## src/rtl/midi_pkg.sv

```systemverilog
// Shared types for the MIDI note display path.
//   MIDI_NOTE_W  : width of a MIDI note number
//   note_slot_t  : one entry of the held-note table {valid, note}
//   disp_state_t : display rotation FSM states
package midi_pkg;

  localparam int MIDI_NOTE_W = 7;

  typedef struct packed {
    logic                   valid;
    logic [MIDI_NOTE_W-1:0] note;
  } note_slot_t;

  typedef enum logic [1:0] {
    IDLE = 2'd0,
    SEEK = 2'd1,
    SHOW = 2'd2
  } disp_state_t;

endpackage

```

## src/rtl/note_display_sched_if.sv

```systemverilog
// Event-in / display-out bundle of note_display_sched.
//   ev_valid/ev_on/ev_note : note events from the MIDI byte decoder
//   midi_freq/disp_valid/disp_slot : note currently presented to the lookup
//   active_count/overflow  : table occupancy and dropped-note pulse
//
// Handshake: ev_valid is a one-cycle strobe with no ready/backpressure; the
// receiver accepts ev_on/ev_note on every Clk edge where ev_valid=1. All
// display outputs are registered and always valid to sample (disp_valid
// qualifies midi_freq).
interface note_display_sched_if
  import midi_pkg::*;
#(
  parameter int NUM_SLOTS = 4
);
  localparam int SLOT_W = $clog2(NUM_SLOTS);
  localparam int CNT_W  = $clog2(NUM_SLOTS + 1);

  logic                   ev_valid;
  logic                   ev_on;
  logic [MIDI_NOTE_W-1:0] ev_note;
  logic [MIDI_NOTE_W-1:0] midi_freq;
  logic                   disp_valid;
  logic [SLOT_W-1:0]      disp_slot;
  logic [CNT_W-1:0]       active_count;
  logic                   overflow;

  // Event producer (decoder side / testbench).
  modport master (
    output ev_valid, ev_on, ev_note,
    input  midi_freq, disp_valid, disp_slot, active_count, overflow
  );

  // Scheduler side.
  modport slave (
    input  ev_valid, ev_on, ev_note,
    output midi_freq, disp_valid, disp_slot, active_count, overflow
  );

endinterface

```

## src/rtl/slot_table.sv

```systemverilog
// Held-note table. Applies note-on/note-off events, finds matching and free
// slots, flags dropped note-ons and keeps a registered occupancy count.
//   Clk, Reset           : clock, async active-high reset
//   ev_valid/ev_on/ev_note : event strobe and payload
//   slots                : current table contents (registered)
//   active_count         : number of valid slots (registered)
//   overflow             : one-cycle pulse when a note-on found no free slot
module slot_table
  import midi_pkg::*;
#(
  parameter int NUM_SLOTS = 4
) (
  input  logic                             Clk,
  input  logic                             Reset,
  input  logic                             ev_valid,
  input  logic                             ev_on,
  input  logic [MIDI_NOTE_W-1:0]           ev_note,
  output note_slot_t                       slots [NUM_SLOTS],
  output logic [$clog2(NUM_SLOTS+1)-1:0]   active_count,
  output logic                             overflow
);

  localparam int SLOT_W = $clog2(NUM_SLOTS);
  localparam int CNT_W  = $clog2(NUM_SLOTS + 1);

  note_slot_t        slots_q    [NUM_SLOTS];
  note_slot_t        slots_next [NUM_SLOTS];
  logic              hit;
  logic [SLOT_W-1:0] hit_idx;
  logic              free;
  logic [SLOT_W-1:0] free_idx;
  logic              overflow_next;
  logic [CNT_W-1:0]  count_next;

  // Match and lowest-free priority: scanning downwards lets the lowest index
  // win. Notes are never duplicated, so at most one slot can match.
  always_comb begin
    hit      = 1'b0;
    hit_idx  = '0;
    free     = 1'b0;
    free_idx = '0;
    for (int i = NUM_SLOTS - 1; i >= 0; i--) begin
      if (slots_q[i].valid && (slots_q[i].note == ev_note)) begin
        hit     = 1'b1;
        hit_idx = SLOT_W'(i);
      end
      if (!slots_q[i].valid) begin
        free     = 1'b1;
        free_idx = SLOT_W'(i);
      end
    end
  end

  always_comb begin
    for (int i = 0; i < NUM_SLOTS; i++) begin
      slots_next[i] = slots_q[i];
    end
    overflow_next = 1'b0;
    if (ev_valid) begin
      if (ev_on) begin
        // A duplicate wins over "full": no write and no overflow.
        if (!hit) begin
          if (free) begin
            slots_next[free_idx].valid = 1'b1;
            slots_next[free_idx].note  = ev_note;
          end else begin
            overflow_next = 1'b1;
          end
        end
      end else if (hit) begin
        slots_next[hit_idx].valid = 1'b0;
      end
    end
  end

  // Count the next table so the count lands on the same edge as the update.
  always_comb begin
    count_next = '0;
    for (int i = 0; i < NUM_SLOTS; i++) begin
      count_next = count_next + CNT_W'(slots_next[i].valid);
    end
  end

  always_ff @(posedge Clk or posedge Reset) begin
    if (Reset) begin
      for (int i = 0; i < NUM_SLOTS; i++) begin
        slots_q[i] <= '0;
      end
      active_count <= '0;
      overflow     <= 1'b0;
    end else begin
      for (int i = 0; i < NUM_SLOTS; i++) begin
        slots_q[i] <= slots_next[i];
      end
      active_count <= count_next;
      overflow     <= overflow_next;
    end
  end

  assign slots = slots_q;

endmodule

```

## src/rtl/note_display_sched.sv

```systemverilog
// Tracks held MIDI notes and rotates them, one at a time, onto the single
// note-name/octave display path.
//   Clk, Reset : clock, async active-high reset
//   bus        : event inputs and registered display outputs (slave modport)
//   dbg_state  : current rotation FSM state
module note_display_sched
  import midi_pkg::*;
#(
  parameter int NUM_SLOTS    = 4,
  parameter int DWELL_CYCLES = 50_000_000
) (
  input  logic                 Clk,
  input  logic                 Reset,
  note_display_sched_if.slave  bus,
  output disp_state_t          dbg_state
);

  localparam int SLOT_W  = $clog2(NUM_SLOTS);
  localparam int DWELL_W = $clog2(DWELL_CYCLES);
  localparam logic [DWELL_W-1:0] DWELL_LAST = DWELL_W'(DWELL_CYCLES - 1);

  note_slot_t             slots [NUM_SLOTS];

  disp_state_t            state_q, state_next;
  logic [SLOT_W-1:0]      slot_q, slot_next;
  logic [MIDI_NOTE_W-1:0] freq_q, freq_next;
  logic                   valid_q, valid_next;
  logic [DWELL_W-1:0]     dwell_q, dwell_next;

  logic                   any_valid;
  logic                   scan_hit;
  logic [SLOT_W-1:0]      scan_idx;
  logic [SLOT_W-1:0]      cand;

  slot_table #(.NUM_SLOTS(NUM_SLOTS)) u_slot_table (
    .Clk          (Clk),
    .Reset        (Reset),
    .ev_valid     (bus.ev_valid),
    .ev_on        (bus.ev_on),
    .ev_note      (bus.ev_note),
    .slots        (slots),
    .active_count (bus.active_count),
    .overflow     (bus.overflow)
  );

  // Round-robin scan starting just after the shown slot, with the shown slot
  // itself as the last candidate (so a lone note re-selects itself).
  // Iterating from the far end lets the nearest valid slot win.
  always_comb begin
    any_valid = 1'b0;
    scan_hit  = 1'b0;
    scan_idx  = slot_q;
    cand      = '0;
    for (int k = NUM_SLOTS; k >= 1; k--) begin
      cand = SLOT_W'((int'(slot_q) + k) % NUM_SLOTS);
      if (slots[cand].valid) begin
        any_valid = 1'b1;
        scan_hit  = 1'b1;
        scan_idx  = cand;
      end
    end
  end

  always_comb begin
    state_next = state_q;
    slot_next  = slot_q;
    freq_next  = freq_q;
    valid_next = valid_q;
    dwell_next = dwell_q;
    case (state_q)
      IDLE: begin
        valid_next = 1'b0;
        freq_next  = '0;
        dwell_next = '0;
        if (any_valid) state_next = SEEK;
      end
      SEEK: begin
        if (scan_hit) begin
          slot_next  = scan_idx;
          freq_next  = slots[scan_idx].note;
          valid_next = 1'b1;
          dwell_next = '0;
          state_next = SHOW;
        end else begin
          valid_next = 1'b0;
          freq_next  = '0;
          state_next = IDLE;
        end
      end
      SHOW: begin
        // Leave on dwell expiry or when the shown note was released; the
        // counter holds at its last value through SEEK.
        if ((dwell_q == DWELL_LAST) || !slots[slot_q].valid) begin
          state_next = SEEK;
        end else begin
          dwell_next = dwell_q + DWELL_W'(1);
        end
      end
      default: state_next = IDLE;
    endcase
  end

  always_ff @(posedge Clk or posedge Reset) begin
    if (Reset) begin
      state_q <= IDLE;
      slot_q  <= '0;
      freq_q  <= '0;
      valid_q <= 1'b0;
      dwell_q <= '0;
    end else begin
      state_q <= state_next;
      slot_q  <= slot_next;
      freq_q  <= freq_next;
      valid_q <= valid_next;
      dwell_q <= dwell_next;
    end
  end

  assign bus.midi_freq  = freq_q;
  assign bus.disp_valid = valid_q;
  assign bus.disp_slot  = slot_q;
  assign dbg_state      = state_q;

endmodule

```

## src/flat_wrapper.sv

```systemverilog
// flat-port wrapper written by rule: the top's interface ports become plain ports
module note_display_sched_flat import midi_pkg::*;
#(
  parameter int NUM_SLOTS    = 4,
  parameter int DWELL_CYCLES = 50_000_000
)
  (Clk, Reset, dbg_state, bus_ev_valid, bus_ev_on, bus_ev_note, bus_midi_freq, bus_disp_valid, bus_disp_slot, bus_active_count, bus_overflow);
  note_display_sched_if #(.NUM_SLOTS(NUM_SLOTS)) bus_i ();
  input  logic Clk;
  input  logic Reset;
  output disp_state_t dbg_state;
  input wire logic [$bits(bus_i.ev_valid)-1:0] bus_ev_valid;
  input wire logic [$bits(bus_i.ev_on)-1:0] bus_ev_on;
  input wire logic [$bits(bus_i.ev_note)-1:0] bus_ev_note;
  output wire logic [$bits(bus_i.midi_freq)-1:0] bus_midi_freq;
  output wire logic [$bits(bus_i.disp_valid)-1:0] bus_disp_valid;
  output wire logic [$bits(bus_i.disp_slot)-1:0] bus_disp_slot;
  output wire logic [$bits(bus_i.active_count)-1:0] bus_active_count;
  output wire logic [$bits(bus_i.overflow)-1:0] bus_overflow;
  assign bus_i.ev_valid = bus_ev_valid;
  assign bus_i.ev_on = bus_ev_on;
  assign bus_i.ev_note = bus_ev_note;
  assign bus_midi_freq = bus_i.midi_freq;
  assign bus_disp_valid = bus_i.disp_valid;
  assign bus_disp_slot = bus_i.disp_slot;
  assign bus_active_count = bus_i.active_count;
  assign bus_overflow = bus_i.overflow;
  note_display_sched #(.NUM_SLOTS(NUM_SLOTS), .DWELL_CYCLES(DWELL_CYCLES)) u_core (.Clk(Clk), .Reset(Reset), .bus(bus_i), .dbg_state(dbg_state));
endmodule
```

## config.mk

```make
export PLATFORM = sky130hd
export DESIGN_NAME = note_display_sched_flat
export DESIGN_NICKNAME = d
export VERILOG_FILES = /design/src/rtl/midi_pkg.sv /design/src/rtl/note_display_sched_if.sv /design/src/rtl/slot_table.sv /design/src/rtl/note_display_sched.sv /design/src/flat_wrapper.sv
export SDC_FILE = /design/constraint.sdc
export NUM_CORES = 1
export LEC_CHECK = 0
export CELL_PAD_IN_SITES_DETAIL_PLACEMENT = 1
export CELL_PAD_IN_SITES_GLOBAL_PLACEMENT = 2
export CORE_ASPECT_RATIO = 2
export CORE_MARGIN = 3
export CORE_UTILIZATION = 42
export DETAILED_ROUTE_END_ITERATION = 8
export PLACE_DENSITY_LB_ADDON = 0.12
export SYNTH_ARGS = -nofsm -noshare
export SYNTH_HDL_FRONTEND = slang
export SYNTH_SLANG_ARGS = --single-unit
```

## constraint.sdc

```tcl
create_clock -name Clk -period 5.35 [get_ports Clk]
set_input_delay 1.07 -clock Clk [delete_from_list [all_inputs] [get_ports Clk]]
set_output_delay 1.07 -clock Clk [all_outputs]
set_load 0.1 [all_outputs]
```

==> results.yml <==
run_status:
  outcome: "finished clean"
worst_setup_path:
  timing.reg2reg.setup_slack_ps: 2280
  path_cells: "clkdlybuf4s50_1, xor2_1, nor4_1, nand4_1, nand3b_1, nor2_1, a22o_1, fa_1, ha_1, ha_1"
  crit_arrival_ps: 4110
  worst_setup_path_end_kind: "flip-flop"
  worst_setup_path_start_kind: "primary input"
  critical-path-top-cell-by-count: "ha_1"
  cp_slowest_stage_delay_ps: 570
  ff2ff_path_depth: 6
  crit_startpoint: "bus_ev_note[2]"
  critPathKind: "in -> reg"
  worst_ep_required_time_ps: 5570
  cpMaxStageDelayCell: "clkdlybuf4s50_1"
  crit-reg2reg-launch: "u_core.dwell_q[16]"
  timing.critical_path.fanout_max: 8
  worstSetupEndpoint: "u_core.u_slot_table.active_count[1]"
  crit-reg2reg-capture: "u_core.dwell_q[24]"
final_layout:
  fin_util_pct: 50.1
  layout.cells.most_common_list: "74 x dfrtp_1, 38 x xnor2_1, 32 x nor2_1"
  num_antenna_cells: 0
  post_synthesis_to_final_layout_area_growth_pct: 15.9
  leading_cell_type_in_the_layout_fill_and_taps_excluded: "dfrtp_1"
  nNetsFinal: 393
  drive_gt1_share_pct: 15.1
  postLayoutCellArea_sq_mm: 0.00455
logic_synthesis:
  cells_after_synthesis: 360
  synth_area_leaders: "dfrtp_1 47%, xnor2_1 8.5%, mux2_2 8.3%"
  syn_nets: 375
  ys_seq_elements: 74
  yosysSeqAreaShare_pct: 47.2
  edff_count_synth: 0
  post_synth.cell_area_avg_sq_um: 10.9
  synth_warnings: 0
  ys_async_sr_fraction_pct: 100
  synth_ff_type: "dfrtp_1"
  ys_types: 53
  syn_area_sq_mm: 0.00392
  synth_area_leader: "dfrtp_1"
  synth_top_area_share_pct: 47.2
sta:
  worstMarginPinSlew_ps: 1030
  period_share_pct: 72.7
  setup_viol: 0
  final.min_clock_period_ps: 3890
  setup_tns_ps: 0
  report.final.slew_viol_count: 0
  final_hold_viol_count: 0
  max_clock_freq_ghz: 0.257
  worst_slew_margin_rel_pct: 31.0
  clock-skew-final_ps: 7.42
  grt_setup_unrepaired: "no"
  finalHoldWorstSlack_ps: 502
die:
  die_y_extent_microns: 143
  die_w_microns: 74.3
  core_box_area_sq_mm: 0.00907
  boundaryPins: 27
  area_of_the_die_sq_mm: 0.0106
  start_util_pct: 43.2
  num_rows: 49
global_route:
  grt_use_total_pct: 20.9
  grt_max_degree: 48
  grt_first_pass_wirelength_microns: 16300
  grt_antenna_before_repair: 0
  overflow: 0
  grt_pass1_vias: 3103
drt:
  wl_met3_microns: 222
  wl_met1_microns: 3630
  drt-vias-per-instance: 5.71
  drc: 0
  count_of_routing_violations_after_the_opening_detailed_route_iteration: 100
  met2_wirelength_microns: 5790
  detailroute.via_count: 2770
  wl_per_cell_microns: 20.5
  wirelength_microns: 9930
  postRouteAntennaNets: 0
  detailedRoute.firstPassIterationCount: 4
  dr.max_layer_used: "met4"
cts:
  cts_post_setup_buffers_inserted: 0
  path_clk_slew_ps: 60
  cts_hold_repair.buffers: 0
  h-tree-depth: 3
  cts.sink_count: 74
  clk-insertion-delay-late_ps: 340
  post_cts.resized_instances: 0
  cts_inserted_buffers: 9
  clockRootBuffer: "clkbuf_16"
  tritoncts_clock_tree: "built"
  ctsLongestPathBuffers: 2
worst_hold_path:
  hold_class: "reg -> reg"
place:
  numPortBuffers: 26
  dpl_cell_area_sq_mm: 0.00421
  hpwlAfterDp_microns: 7200
  place_congestion: 0.807
pwr:
  ir_worst_vdd_uv: 286
  static-leakage-power_uw: 0.00180
  pwr_density_cell_mw_per_mm2: 525
run:
  maxCapViolCount: 0
registers in the layout, indices dropped and copies added (netlist names):
register	flops
u_core.dwell_q	26
u_core.bus.disp_valid	1
u_core.u_slot_table.active_count	3
u_core.bus.disp_slot	2
u_core.dbg_state	2
u_core.bus.midi_freq	7
u_core.u_slot_table.slots	32
u_core.u_slot_table.overflow	1
power by group:
group | total [uW] | leakage [uW] | switching (uW) | internal, uW
Combinational | 874 | 0.000689 | 563 | 311
Sequential | 824 | 0.000956 | 145 | 679
Clock | 690 | 0.000160 | 235 | 455
layout make-up:
type | count | area, sq um
repair buffers | 28 | 275
multi-input cells | 258 | 1930
clock buffers | 11 | 233
flip-flops and latches | 74 | 1850
well taps | 102 | 128
fillers | 1001 | 4530
clock inverters | 5 | 103
inverters | 7 | 26.3
through the flow:
stage               power, uW  setup slack (ps)  std cells
floorplan                1490              1980        360
global placement         1700              1230        469
detailed placement       1720              1140        469
CTS                      2420              1480        485
global route             2510              1200        485
finish                   2390              1460        485
worst min-delay path by stage:
stage | from | to | slack (ps) | cells after the start
floorplan | u_core.dwell_q[4] | u_core.dwell_q[4] | 500 | 2
global placement | u_core.bus.midi_freq[4] | u_core.bus.midi_freq[4] | 480 | 2
detailed placement | u_core.bus.midi_freq[4] | u_core.bus.midi_freq[4] | 480 | 2
CTS | u_core.bus.disp_valid | u_core.bus.disp_valid | 500 | 1
global route | u_core.bus.disp_valid | u_core.bus.disp_valid | 530 | 1
finish | u_core.bus.midi_freq[4] | u_core.bus.midi_freq[4] | 500 | 2
per-layer routing:
metal,track usage (%),vias up
met5,0,-
met4,9.66,0
met3,3.74,21
met2,39.2,39
met1,21.5,1391
li1,-,1319
cell families (layout without fill, tap and decap cells):
group           Yosys count  in the layout  share of synthesized area, %
fa+ha+maj                 4              4                          1.47
simple gates            119            119                          15.9
xor+xnor                 50             50                          11.2
flops                    74             74                          47.2
buf+inv                  28             51                          3.60
mux                      45             45                          12.7
compound gates           40             40                          7.88
worst max-delay path, delay by kind of cell:
family | cells | cell delay, ps
AND/OR/NAND/NOR | 4 | 1000
adder cells (fa/ha/maj) | 3 | 960
buffers and inverters | 1 | 570
AO/OA/AOI/OAI | 1 | 280
XOR/XNOR | 1 | 230
cells in the mapped netlist, drive strengths merged (4+ instances only):
cell type,n
nor4,7
a21oi,6
xnor2,38
nand4,14
o21ai,8
nor3,10
nand2b,4
mux2i,15
buf,13
mux2,29
nand2,21
xor2,12
nand3,10
nor2,32
dfrtp,74
inv,7
o221ai,7
clkbuf,8
(Power assumes the default switching activity.)
